<file path="config.mk">
export PLATFORM = sky130hd
export DESIGN_NAME = uart_tx_fifo
export DESIGN_NICKNAME = d
export VERILOG_FILES = /design/src/rtl/uart_pkg.sv /design/src/rtl/uart_sync_fifo.sv /design/src/rtl/uart_tx_fifo.sv
export SDC_FILE = /design/constraint.sdc
export NUM_CORES = 1
export LEC_CHECK = 0
export BUFFER_PORTS_ARGS = -buffer_cell sky130_fd_sc_hd__buf_2
export CAP_MARGIN = 20
export CORE_ASPECT_RATIO = 0.75
export CORE_MARGIN = 5
export CORE_UTILIZATION = 56
export CTS_CLUSTER_SIZE = 14
export DETAILED_ROUTE_END_ITERATION = 16
export PLACE_DENSITY_LB_ADDON = 0.08
export SLEW_MARGIN = 20
export SYNTH_ARGS = -nofsm -noshare
export SYNTH_HDL_FRONTEND = slang
export SYNTH_SLANG_ARGS = --single-unit
</file>
<file path="constraint.sdc">
create_clock -name clk -period 3.5 [get_ports clk]
set_input_delay 0.35 -clock clk [delete_from_list [all_inputs] [get_ports clk]]
set_output_delay 0.35 -clock clk [all_outputs]
set_load 0.01 [all_outputs]
</file>
<file path="src/rtl/uart_pkg.sv">
// Shared UART definitions: baud-select encodings, divisor helper, TX FSM states.
package uart_pkg;

  localparam logic [2:0] BAUD_SEL_9600   = 3'd0;
  localparam logic [2:0] BAUD_SEL_19200  = 3'd1;
  localparam logic [2:0] BAUD_SEL_38400  = 3'd2;
  localparam logic [2:0] BAUD_SEL_57600  = 3'd3;
  localparam logic [2:0] BAUD_SEL_115200 = 3'd4;

  // 8N1: start + 8 data + stop
  localparam int unsigned UART_FRAME_BITS = 32'd10;

  typedef enum logic [1:0] {
    ST_IDLE  = 2'd0,
    ST_START = 2'd1,
    ST_DATA  = 2'd2,
    ST_STOP  = 2'd3
  } uart_tx_state_e;

  // Clock cycles per bit for a baud select at a given clock (MHz), truncated.
  function automatic int unsigned uart_baud_div(input logic [2:0] baud_sel,
                                                input int unsigned clk_mhz);
    int unsigned baud;
    case (baud_sel)
      BAUD_SEL_9600:  baud = 32'd9600;
      BAUD_SEL_19200: baud = 32'd19200;
      BAUD_SEL_38400: baud = 32'd38400;
      BAUD_SEL_57600: baud = 32'd57600;
      default:        baud = 32'd115200;
    endcase
    return (clk_mhz * 32'd1000000) / baud;
  endfunction

endpackage

</file>
<file path="src/rtl/uart_sync_fifo.sv">
// Synchronous first-word-fall-through FIFO with wrap-bit pointers.
module uart_sync_fifo #(
  parameter int WIDTH = 8,
  parameter int DEPTH = 16
) (
  input  logic                     clk,
  input  logic                     rst,
  input  logic                     push_i,
  input  logic [WIDTH-1:0]         data_i,
  input  logic                     pop_i,
  output logic [WIDTH-1:0]         data_o,
  output logic                     full_o,
  output logic                     empty_o,
  output logic [$clog2(DEPTH):0]   level_o
);

  localparam int AW = $clog2(DEPTH);
  localparam int PW = AW + 1;

  logic [WIDTH-1:0] mem_q [DEPTH];
  logic [PW-1:0]    wr_ptr_q, wr_ptr_d;
  logic [PW-1:0]    rd_ptr_q, rd_ptr_d;
  logic             do_push_s, do_pop_s;

  // Full when wrap bits differ and index bits match
  assign full_o    = (wr_ptr_q[AW] != rd_ptr_q[AW]) &&
                     (wr_ptr_q[AW-1:0] == rd_ptr_q[AW-1:0]);
  assign empty_o   = (wr_ptr_q == rd_ptr_q);
  assign level_o   = wr_ptr_q - rd_ptr_q;
  assign data_o    = mem_q[rd_ptr_q[AW-1:0]];
  assign do_push_s = push_i & ~full_o;
  assign do_pop_s  = pop_i & ~empty_o;

  // Next pointer values; overflow/underflow requests are ignored
  always_comb begin
    wr_ptr_d = wr_ptr_q;
    rd_ptr_d = rd_ptr_q;
    if (do_push_s) begin
      wr_ptr_d = wr_ptr_q + PW'(1);
    end else begin
      wr_ptr_d = wr_ptr_q;
    end
    if (do_pop_s) begin
      rd_ptr_d = rd_ptr_q + PW'(1);
    end else begin
      rd_ptr_d = rd_ptr_q;
    end
  end

  // Pointer registers
  always_ff @(posedge clk or posedge rst) begin
    if (rst) begin
      wr_ptr_q <= '0;
      rd_ptr_q <= '0;
    end else begin
      wr_ptr_q <= wr_ptr_d;
      rd_ptr_q <= rd_ptr_d;
    end
  end

  // Storage array, written only on an accepted push
  always_ff @(posedge clk) begin
    if (do_push_s) begin
      mem_q[wr_ptr_q[AW-1:0]] <= data_i;
    end
  end

endmodule

</file>
<file path="src/rtl/uart_tx_fifo.sv">
// Buffered 8N1 UART transmitter: byte FIFO feeding an LSB-first serializer.
module uart_tx_fifo
  import uart_pkg::*;
#(
  parameter int UART_CLK_MHZ = 50,
  parameter int FIFO_DEPTH   = 16
) (
  input  logic                          clk,
  input  logic                          rst,
  input  logic [2:0]                    baud_sel_i,
  input  logic [7:0]                    tx_data_i,
  input  logic                          tx_valid_i,
  output logic                          tx_ready_o,
  output logic [$clog2(FIFO_DEPTH):0]   fifo_level_o,
  output logic                          rs232_tx_data_o,
  output logic                          tx_busy_o,
  output logic                          rs232_tx_int
);

  localparam int unsigned DIV_9600   = uart_baud_div(BAUD_SEL_9600,   UART_CLK_MHZ);
  localparam int unsigned DIV_19200  = uart_baud_div(BAUD_SEL_19200,  UART_CLK_MHZ);
  localparam int unsigned DIV_38400  = uart_baud_div(BAUD_SEL_38400,  UART_CLK_MHZ);
  localparam int unsigned DIV_57600  = uart_baud_div(BAUD_SEL_57600,  UART_CLK_MHZ);
  localparam int unsigned DIV_115200 = uart_baud_div(BAUD_SEL_115200, UART_CLK_MHZ);
  // Counter must hold the slowest divisor minus one
  localparam int CNT_W = $clog2(DIV_9600);
  localparam int LW    = $clog2(FIFO_DEPTH) + 1;

  uart_tx_state_e state_q, state_d;
  logic [CNT_W-1:0] cnt_q, cnt_d;
  logic [CNT_W-1:0] div_q, div_d;       // latched divisor minus one
  logic [2:0]       bit_q, bit_d;
  logic [7:0]       shift_q, shift_d;
  logic             line_q, line_d;
  logic             busy_q, busy_d;
  logic             int_q, int_d;

  logic [CNT_W-1:0] div_sel_s;
  logic             push_s, pop_s, fifo_full_s, fifo_empty_s;
  logic [7:0]       fifo_data_s;
  logic [LW-1:0]    fifo_level_s;

  assign tx_ready_o      = (fifo_level_s != LW'(FIFO_DEPTH));
  assign push_s          = tx_valid_i & tx_ready_o;
  assign fifo_level_o    = fifo_level_s;
  assign rs232_tx_data_o = line_q;
  assign tx_busy_o       = busy_q;
  assign rs232_tx_int    = int_q;

  uart_sync_fifo #(
    .WIDTH (8),
    .DEPTH (FIFO_DEPTH)
  ) u_fifo (
    .clk     (clk),
    .rst     (rst),
    .push_i  (push_s),
    .data_i  (tx_data_i),
    .pop_i   (pop_s),
    .data_o  (fifo_data_s),
    .full_o  (fifo_full_s),
    .empty_o (fifo_empty_s),
    .level_o (fifo_level_s)
  );

  // Map live baud select onto its elaboration-time divisor (minus one)
  always_comb begin
    div_sel_s = CNT_W'(DIV_115200 - 32'd1);
    case (baud_sel_i)
      BAUD_SEL_9600:  div_sel_s = CNT_W'(DIV_9600   - 32'd1);
      BAUD_SEL_19200: div_sel_s = CNT_W'(DIV_19200  - 32'd1);
      BAUD_SEL_38400: div_sel_s = CNT_W'(DIV_38400  - 32'd1);
      BAUD_SEL_57600: div_sel_s = CNT_W'(DIV_57600  - 32'd1);
      default:        div_sel_s = CNT_W'(DIV_115200 - 32'd1);
    endcase
  end

  // Frame sequencing: next state, counters, line level and stop pulse
  always_comb begin
    state_d = state_q;
    cnt_d   = cnt_q;
    div_d   = div_q;
    bit_d   = bit_q;
    shift_d = shift_q;
    line_d  = line_q;
    int_d   = 1'b0;
    pop_s   = 1'b0;
    case (state_q)
      ST_IDLE: begin
        cnt_d = '0;
        if (!fifo_empty_s) begin
          pop_s   = 1'b1;
          shift_d = fifo_data_s;
          div_d   = div_sel_s;
          state_d = ST_START;
          line_d  = 1'b0;
        end else begin
          state_d = ST_IDLE;
          line_d  = 1'b1;
        end
      end
      ST_START: begin
        if (cnt_q == div_q) begin
          cnt_d   = '0;
          bit_d   = 3'd0;
          state_d = ST_DATA;
          line_d  = shift_q[0];
        end else begin
          cnt_d = cnt_q + CNT_W'(1);
        end
      end
      ST_DATA: begin
        if (cnt_q == div_q) begin
          cnt_d = '0;
          if (bit_q == 3'd7) begin
            state_d = ST_STOP;
            line_d  = 1'b1;
          end else begin
            bit_d   = bit_q + 3'd1;
            shift_d = {1'b0, shift_q[7:1]};
            line_d  = shift_q[1];
          end
        end else begin
          cnt_d = cnt_q + CNT_W'(1);
        end
      end
      ST_STOP: begin
        if (cnt_q == div_q) begin
          cnt_d = '0;
          if (!fifo_empty_s) begin
            pop_s   = 1'b1;
            shift_d = fifo_data_s;
            div_d   = div_sel_s;
            state_d = ST_START;
            line_d  = 1'b0;
          end else begin
            state_d = ST_IDLE;
            line_d  = 1'b1;
          end
        end else begin
          cnt_d = cnt_q + CNT_W'(1);
          // pulse lands on the final stop-bit cycle
          int_d = ((cnt_q + CNT_W'(1)) == div_q);
        end
      end
      default: begin
        state_d = ST_IDLE;
        line_d  = 1'b1;
        cnt_d   = '0;
      end
    endcase
    busy_d = (state_d != ST_IDLE);
  end

  // Transmitter state and registered outputs; reset forces the line idle
  always_ff @(posedge clk or posedge rst) begin
    if (rst) begin
      state_q <= ST_IDLE;
      cnt_q   <= '0;
      div_q   <= '0;
      bit_q   <= 3'd0;
      shift_q <= 8'd0;
      line_q  <= 1'b1;
      busy_q  <= 1'b0;
      int_q   <= 1'b0;
    end else begin
      state_q <= state_d;
      cnt_q   <= cnt_d;
      div_q   <= div_d;
      bit_q   <= bit_d;
      shift_q <= shift_d;
      line_q  <= line_d;
      busy_q  <= busy_d;
      int_q   <= int_d;
    end
  end

endmodule
</file>
# Word level (Yosys, flattened, before mapping)
# Memories as Yosys holds them, arrays and structs flattened.
# Index checks and enable logic that the tools add are counted.
# Widths: inputs -> output; s select.
dict set report op_classes {
  n_addsub 5
  eq_ne 17
  muxes 34
  n_bitwise 5
  n_reduce_logical 12
}
# cell n
set op_table {}
lappend op_table {{$pmux 13 s2} 2}
lappend op_table {{$pmux 13 s4} 1}
lappend op_table {{$mux 13} 3}
lappend op_table {{$mux 8} 4}
lappend op_table {{$eq 13x13->1} 2}
lappend op_table {{$pmux 8 s3} 1}
lappend op_table {{$add 13x1->13 const B} 1}
lappend op_table {{$mux 1} 12}
lappend op_table {{$add 5x1->5 const B} 2}
lappend op_table {{$mux 3} 3}
lappend op_table {{$mux 2} 4}
lappend op_table {{$ne 2x2->1 const B} 4}
lappend op_table {{$pmux 2 s4} 1}
lappend op_table {{$reduce_and 4->1} 2}
lappend op_table {{$eq 3x2->1 const B} 2}
lappend op_table {{$pmux 3 s2} 1}
lappend op_table {{$reduce_bool 2->1} 3}
lappend op_table {{$eq 5x5->1} 1}
lappend op_table {{$ne 5x5->1 const B} 1}
lappend op_table {{$sub 5x5->5} 1}
lappend op_table {{$eq 2x2->1 const B} 2}
lappend op_table {{$eq 4x4->1} 1}
lappend op_table {{$pmux 1 s4} 1}
lappend op_table {{$add 3x1->3 const B} 1}
lappend op_table {{other kinds (14)} 17}
dict set report totals {
  reg_bits 52
  ramBits 128
  memories 1
}
# memory words width rd rd_ports_with_merged_regs write_ports line
set mem_list {}
lappend mem_list {u_fifo.mem_q 16 8 1 0 1 uart_sync_fifo.sv:20} ;# logic [WIDTH-1:0] mem_q [DEPTH];

# Depth between registers and ports, before layout
dict set report logic_depth {
  word_depth 6
  mapped_depth 12
}

# Modules after synthesis
# Synthesis repeated with hierarchy kept, for this count alone.
dict set report hier_totals {
  hier_cells 545
  area_unflattened_um2 8062.7
}
# mod instances cells_per_inst area_per_inst_um2
set by_module_without_submodules {}
lappend by_module_without_submodules {uart_sync_fifo 1 299 5691.7}
lappend by_module_without_submodules {uart_tx_fifo 1 246 2371.0}

# Worst setup path after synthesis
# No wires, ideal clock.
dict set report synth_path {
  kind {register to register}
  from {register u_fifo.rd_ptr_q[1]}
  to {memory u_fifo.mem_q[12][0] (enable)}
  arrival_ns 3.150
  slack_ns 0.073
  path_stages_with_launch 12
  synth_period_minus_slack_ns 3.427
  cell_sequence {dfrtp_1 > clkbuf_1 > clkbuf_1 > inv_1 > ha_1 > nor2b_1 > o21a_1 > or3_1 > a2111oi_2 > nor2b_1 > clkbuf_1 > and3_1}
}
dict set report synth_between {
  elab_chain_len 6
}
# item line
set synth_lines {}
lappend synth_lines {{from (decl)} uart_sync_fifo.sv:22} ;# logic [PW-1:0] rd_ptr_q, rd_ptr_d;
lappend synth_lines {{from (signal assigned)} uart_sync_fifo.sv:57} ;# rd_ptr_q <= rd_ptr_d;
lappend synth_lines {{$sub 5x5->5 or $eq 4x4->1 (tied branches)} {uart_sync_fifo.sv:29, uart_sync_fifo.sv:27}}
lappend synth_lines {{$ne 5x5->1 or $logic_and 1x1->1 (tied branches)} {uart_tx_fifo.sv:43, uart_sync_fifo.sv:26}}
lappend synth_lines {{$and 1x1->1 or $not 1->1 (tied branches)} {uart_tx_fifo.sv:44, uart_sync_fifo.sv:31}}
lappend synth_lines {{$and 1x1->1 (*)} uart_sync_fifo.sv:31} ;# assign do_push_s = push_i & ~full_o;
lappend synth_lines {{$mux 1 (*)} uart_sync_fifo.sv:63} ;# if (do_push_s) begin
lappend synth_lines {{$mux 1 (implied by the code) (*)} uart_sync_fifo.sv:64} ;# mem_q[wr_ptr_q[AW-1:0]] <= data_i;
lappend synth_lines {{to (decl)} uart_sync_fifo.sv:20}
# Mark *: on every way between the ends. The rest lies on a longest branch, timed or not.

# Worst setup path after layout
dict set report layout_path {
  from {register u_fifo.wr_ptr_q[0]}
  to {output port tx_ready_o}
}
dict set report layout_between {
  elab_chain_len 2
}
# item line
set layout_lines {}
lappend layout_lines {{from (decl)} uart_sync_fifo.sv:21} ;# logic [PW-1:0] wr_ptr_q, wr_ptr_d;
lappend layout_lines {{from (signal assigned)} uart_sync_fifo.sv:56} ;# wr_ptr_q <= wr_ptr_d;
lappend layout_lines {{$sub 5x5->5} uart_sync_fifo.sv:29} ;# assign level_o = wr_ptr_q - rd_ptr_q;
lappend layout_lines {{$ne 5x5->1} uart_tx_fifo.sv:43} ;# assign tx_ready_o = (fifo_level_s != LW'(FIFO_DEPTH));
lappend layout_lines {{to (decl)} uart_tx_fifo.sv:13} ;# output logic tx_ready_o,
# Every way passes these cells.

==> results.md <==
* Share of the synthesized area in the top cell type at 49.12%
* Min Tclk post-route at about 3.3 ns
* CP Cell Sequence: inv_1, ha_1, fa_1, nor2b_1, o21ai_0, and3_1, a2111oi_2, buf_4, inv_1, buf_2
* Status: complete, no violations
* Part of the Yosys area used for sequential elements at between 60% and 70%
* H-tree levels at 4
* Synth Flop Type: edfxtp_1
* Cell Int Power at ~4.8 mW
* Synthesized Nets at about 540
* Placed wire-length estimate at ~12000 um
* Hold slack final at 0.08398 ns
* Combinational share of power at 36.0%
* Buffers on Ports at 22
* Root buf cell: clkbuf_16
* Post-DP Area at 8160 um^2
* FF-to-FF setup slack at 0.27 ns
* CP required at 3.15 ns
* Grt ovf at 0
* Netlist Area Pre-Place at 7825 um^2
* #FFs+latches synth at 178
* Sw power at 2.650 mW
* Max Slew Vio Count at 0
* Worst-margin pin slew at about 0.86 ns
* DRC violations left at 0
* Area contributors post-synth: edfxtp_1 (49%), dfrtp_1 (16%), mux4_2 (9.8%)
* Vias in the first global route at ~4.6k
* N_diodes at 0
* Post-Synthesis Cells at 509
* Reg2reg start: u_fifo.wr_ptr_q[0]
* Final instance area at between 8000 and 9000 um^2
* Worst-path clk slew at 0.07 ns
* Antenna-violating nets left at 0
* Max_cap viols at 0
* Ys async rst share at 28.09%
* Clock skew at 0.007932 ns
* Synth warnings at 0
* Die Height at between 100 and 150 um
* Row Count at 37
* DRT iter0 DRCs at 441
* Critical path peak fanout at 5
* Cts hold-fix bufs at 0
* P_leak at 3.293 nW
* Finished Core Util at 64.04%
* Post-synth top area cell: edfxtp_1
* Layout cells sized above 1 at about 22%
* Worst path slowest cell: a2111oi_2
* Worst vdd ir at 669.8 uV
* Worst Setup Start Kind: flip-flop
* Highest Clock Rate at 0.3036 GHz
* Crit path DAT at 2.94 ns
* Post-synth EDFFs at 128
* Clock network power share at between 20% and 30%
* Die area at 16460 um^2
* Worst-Skew Late Latency at 0.44 ns
* Worst setup path start: u_fifo.wr_ptr_q[0]
* Pre-antenna DRT Iters at 5
* Vias at ~4.5k
* Switching portion of total power at 35.35%
* GRT Overall Usage at 22.70%
* Final setup violation count at 0
* Final Net Count at 575
* Avg WL per Cell at 24.00 um
* CTS tree: done
* CTS max path bufs at 2
* Synth-to-layout area growth at 12.15%
* Power per cell area at 854.2 nW/um^2
* CP max stage delay at around 0.44 ns
* I/O pin count at 23
* Flop pwr share at 38.2%
* CP dominant cell by count: inv_1
* Netlist cell types at between 50 and 60
* Final GP Congestion at 0.8610
* Crit. End Element: output port
* Post-CTS Setup Inserts at 0
* Initial core utilization at 57.10%
* Hold Crit Class: in -> async
* Vias per cell at between 6 and 7
* Core area at about 14000 um^2
* Total power at 7.496 mW
* Slew headroom at a little over two fifths
* Final Hold Fails at 0
* Global-route wire length before repair at 27790 um
* Initial antenna violation count at 0
* Synthesized area per cell at around 15 um^2
* # fillers at 964
* Die width at 146.5 um
* CTS Buf Count at 17
* Clk sink count at around 180
* RSZ-0062 raised after global routing: false
* Fin crit share at 94.12%
* Critical path class: reg -> out
* WL final at 17540 um
* Largest net degree at the start of global routing at 40
[critical path: cells and delay by family (launching register included)]
kind | cells | cell delay, ns
adder cells (fa/ha/maj) | 2 | 0.65
flip-flops | 1 | 0.40
AO/OA/AOI/OAI | 2 | 0.55
AND/OR/NAND/NOR | 2 | 0.38
buffers and inverters | 4 | 0.52
[kinds of logic (layout without fill, tap and decap cells)]
group | count (synthesis) | after routing | share of synthesized area [%]
compound gates | 47 | 47 | 4.414
buf+inv | 38 | 85 | 2.127
simple gates | 138 | 138 | 8.859
fa+ha+maj | 18 | 18 | 2.974
xor+xnor | 39 | 39 | 4.365
mux | 51 | 51 | 12.14
flops | 178 | 178 | 65.13
[power by group through the flow]
stage / clock network, mW / logic, mW / registers (mW)
global placement: 0 / 2.63 / 2.89
finish: 1.94 / 2.70 / 2.86
detailed placement: 0 / 2.71 / 2.90
global route: 2.05 / 2.96 / 2.89
CTS: 1.96 / 2.72 / 2.86
floorplan: 0 / 1.94 / 2.83
[through the flow]
stage / setup slack, ns / TNS (ns) / std cells
floorplan: 0.07268 / 0 / 509
global placement: 0.1354 / 0 / 699
detailed placement: -0.03641 / -0.3099 / 699
CTS: 0.2618 / 0 / 731
global route: 0.1192 / 0 / 731
finish: 0.2058 / 0 / 731
[metal layers]
layer	track usage (%)	up-vias	wire length [um]	part of all wire, %
met5	0	-	0	0
met4	7.456	0	340	1.9
met3	5.246	29	1384	7.9
met2	33.45	199	7936	45
met1	33.94	2303	7881	45
li1	-	2008	-	-
[registers in the layout, indices dropped and copies added (netlist names)]
name	count
state_q	2
tx_busy_o	1
cnt_q	13
u_fifo.mem_q	128
rs232_tx_data_o	1
rs232_tx_int	1
bit_q	3
u_fifo.wr_ptr_q	5
div_q	11
shift_q	8
u_fifo.rd_ptr_q	5
[what timing repair did]
action	in CTS	in global routing
endpoints found under the setup margin	13	0
gates resized for setup	1	0
hold endpoints to repair	0	0
[layout by cell type (no fill, tap or decap), types with 2 or more instances in the layout]
master / n
clkbuf_16: 17
nand2_1: 29
a21oi_1: 9
and3_1: 19
nand4_1: 6
o41ai_1: 2
or2_2: 2
nor4_1: 2
ha_1: 17
xnor2_1: 23
clkinv_8: 4
nor2_1: 32
nor3_1: 14
nor2b_1: 7
dfrtp_1: 48
a21o_1: 4
inv_6: 4
xor2_1: 16
o21ai_0: 9
buf_4: 13
inv_8: 3
and2_1: 4
a22o_1: 3
buf_2: 22
o2111ai_1: 2
clkinvlp_4: 2
mux2_2: 11
mux2i_1: 6
mux4_2: 34
or3_1: 2
clkinv_1: 2
a221o_1: 6
inv_1: 15
edfxtp_1: 128
nand3_1: 11
[cell usage after synthesis (2+ instances only)]
library cell and instances:
a22o_1 3, and3_1 19, mux2_2 11, edfxtp_1 128, a21o_1 4, a21oi_1 9, buf_6 2, or3_1 2
o2111ai_1 2, nand3_1 11, nor2b_1 8, clkinv_1 2, or2_2 2, buf_2 4, mux2i_1 6, nand4_1 6
nor2_1 32, and2_1 4, nor4_1 3, o21ai_0 9, ha_1 17, xnor2_1 23, mux4_2 34, o41ai_1 2
nand2_1 29, xor2_1 16, clkbuf_1 12, a221o_1 6, inv_1 16, nor3_1 14, dfrtp_1 49
[final cells by class]
cell class | count | area (um^2) | area share (%)
multi-input cells | 293 | 2571 | 29.30
well taps | 175 | 219.0 | 2.495
inverters | 18 | 67.56 | 0.7699
flip-flops and latches | 178 | 5097 | 58.08
clock buffers | 17 | 425.4 | 4.847
clock inverters | 15 | 187.7 | 2.139
repair buffers | 35 | 207.7 | 2.367
[path summary, 6_finish.rpt]
path,to,cells after the start
setup / recovery,tx_ready_o,10
hold / removal,cnt_q[11],2
hold reg to reg,u_fifo.wr_ptr_q[4],1
max in group asynchronous,rs232_tx_data_o,3
min in group clk,div_q[12],2
setup reg to reg,u_fifo.mem_q[0][3],9
Power figures use the tool's default switching activity.
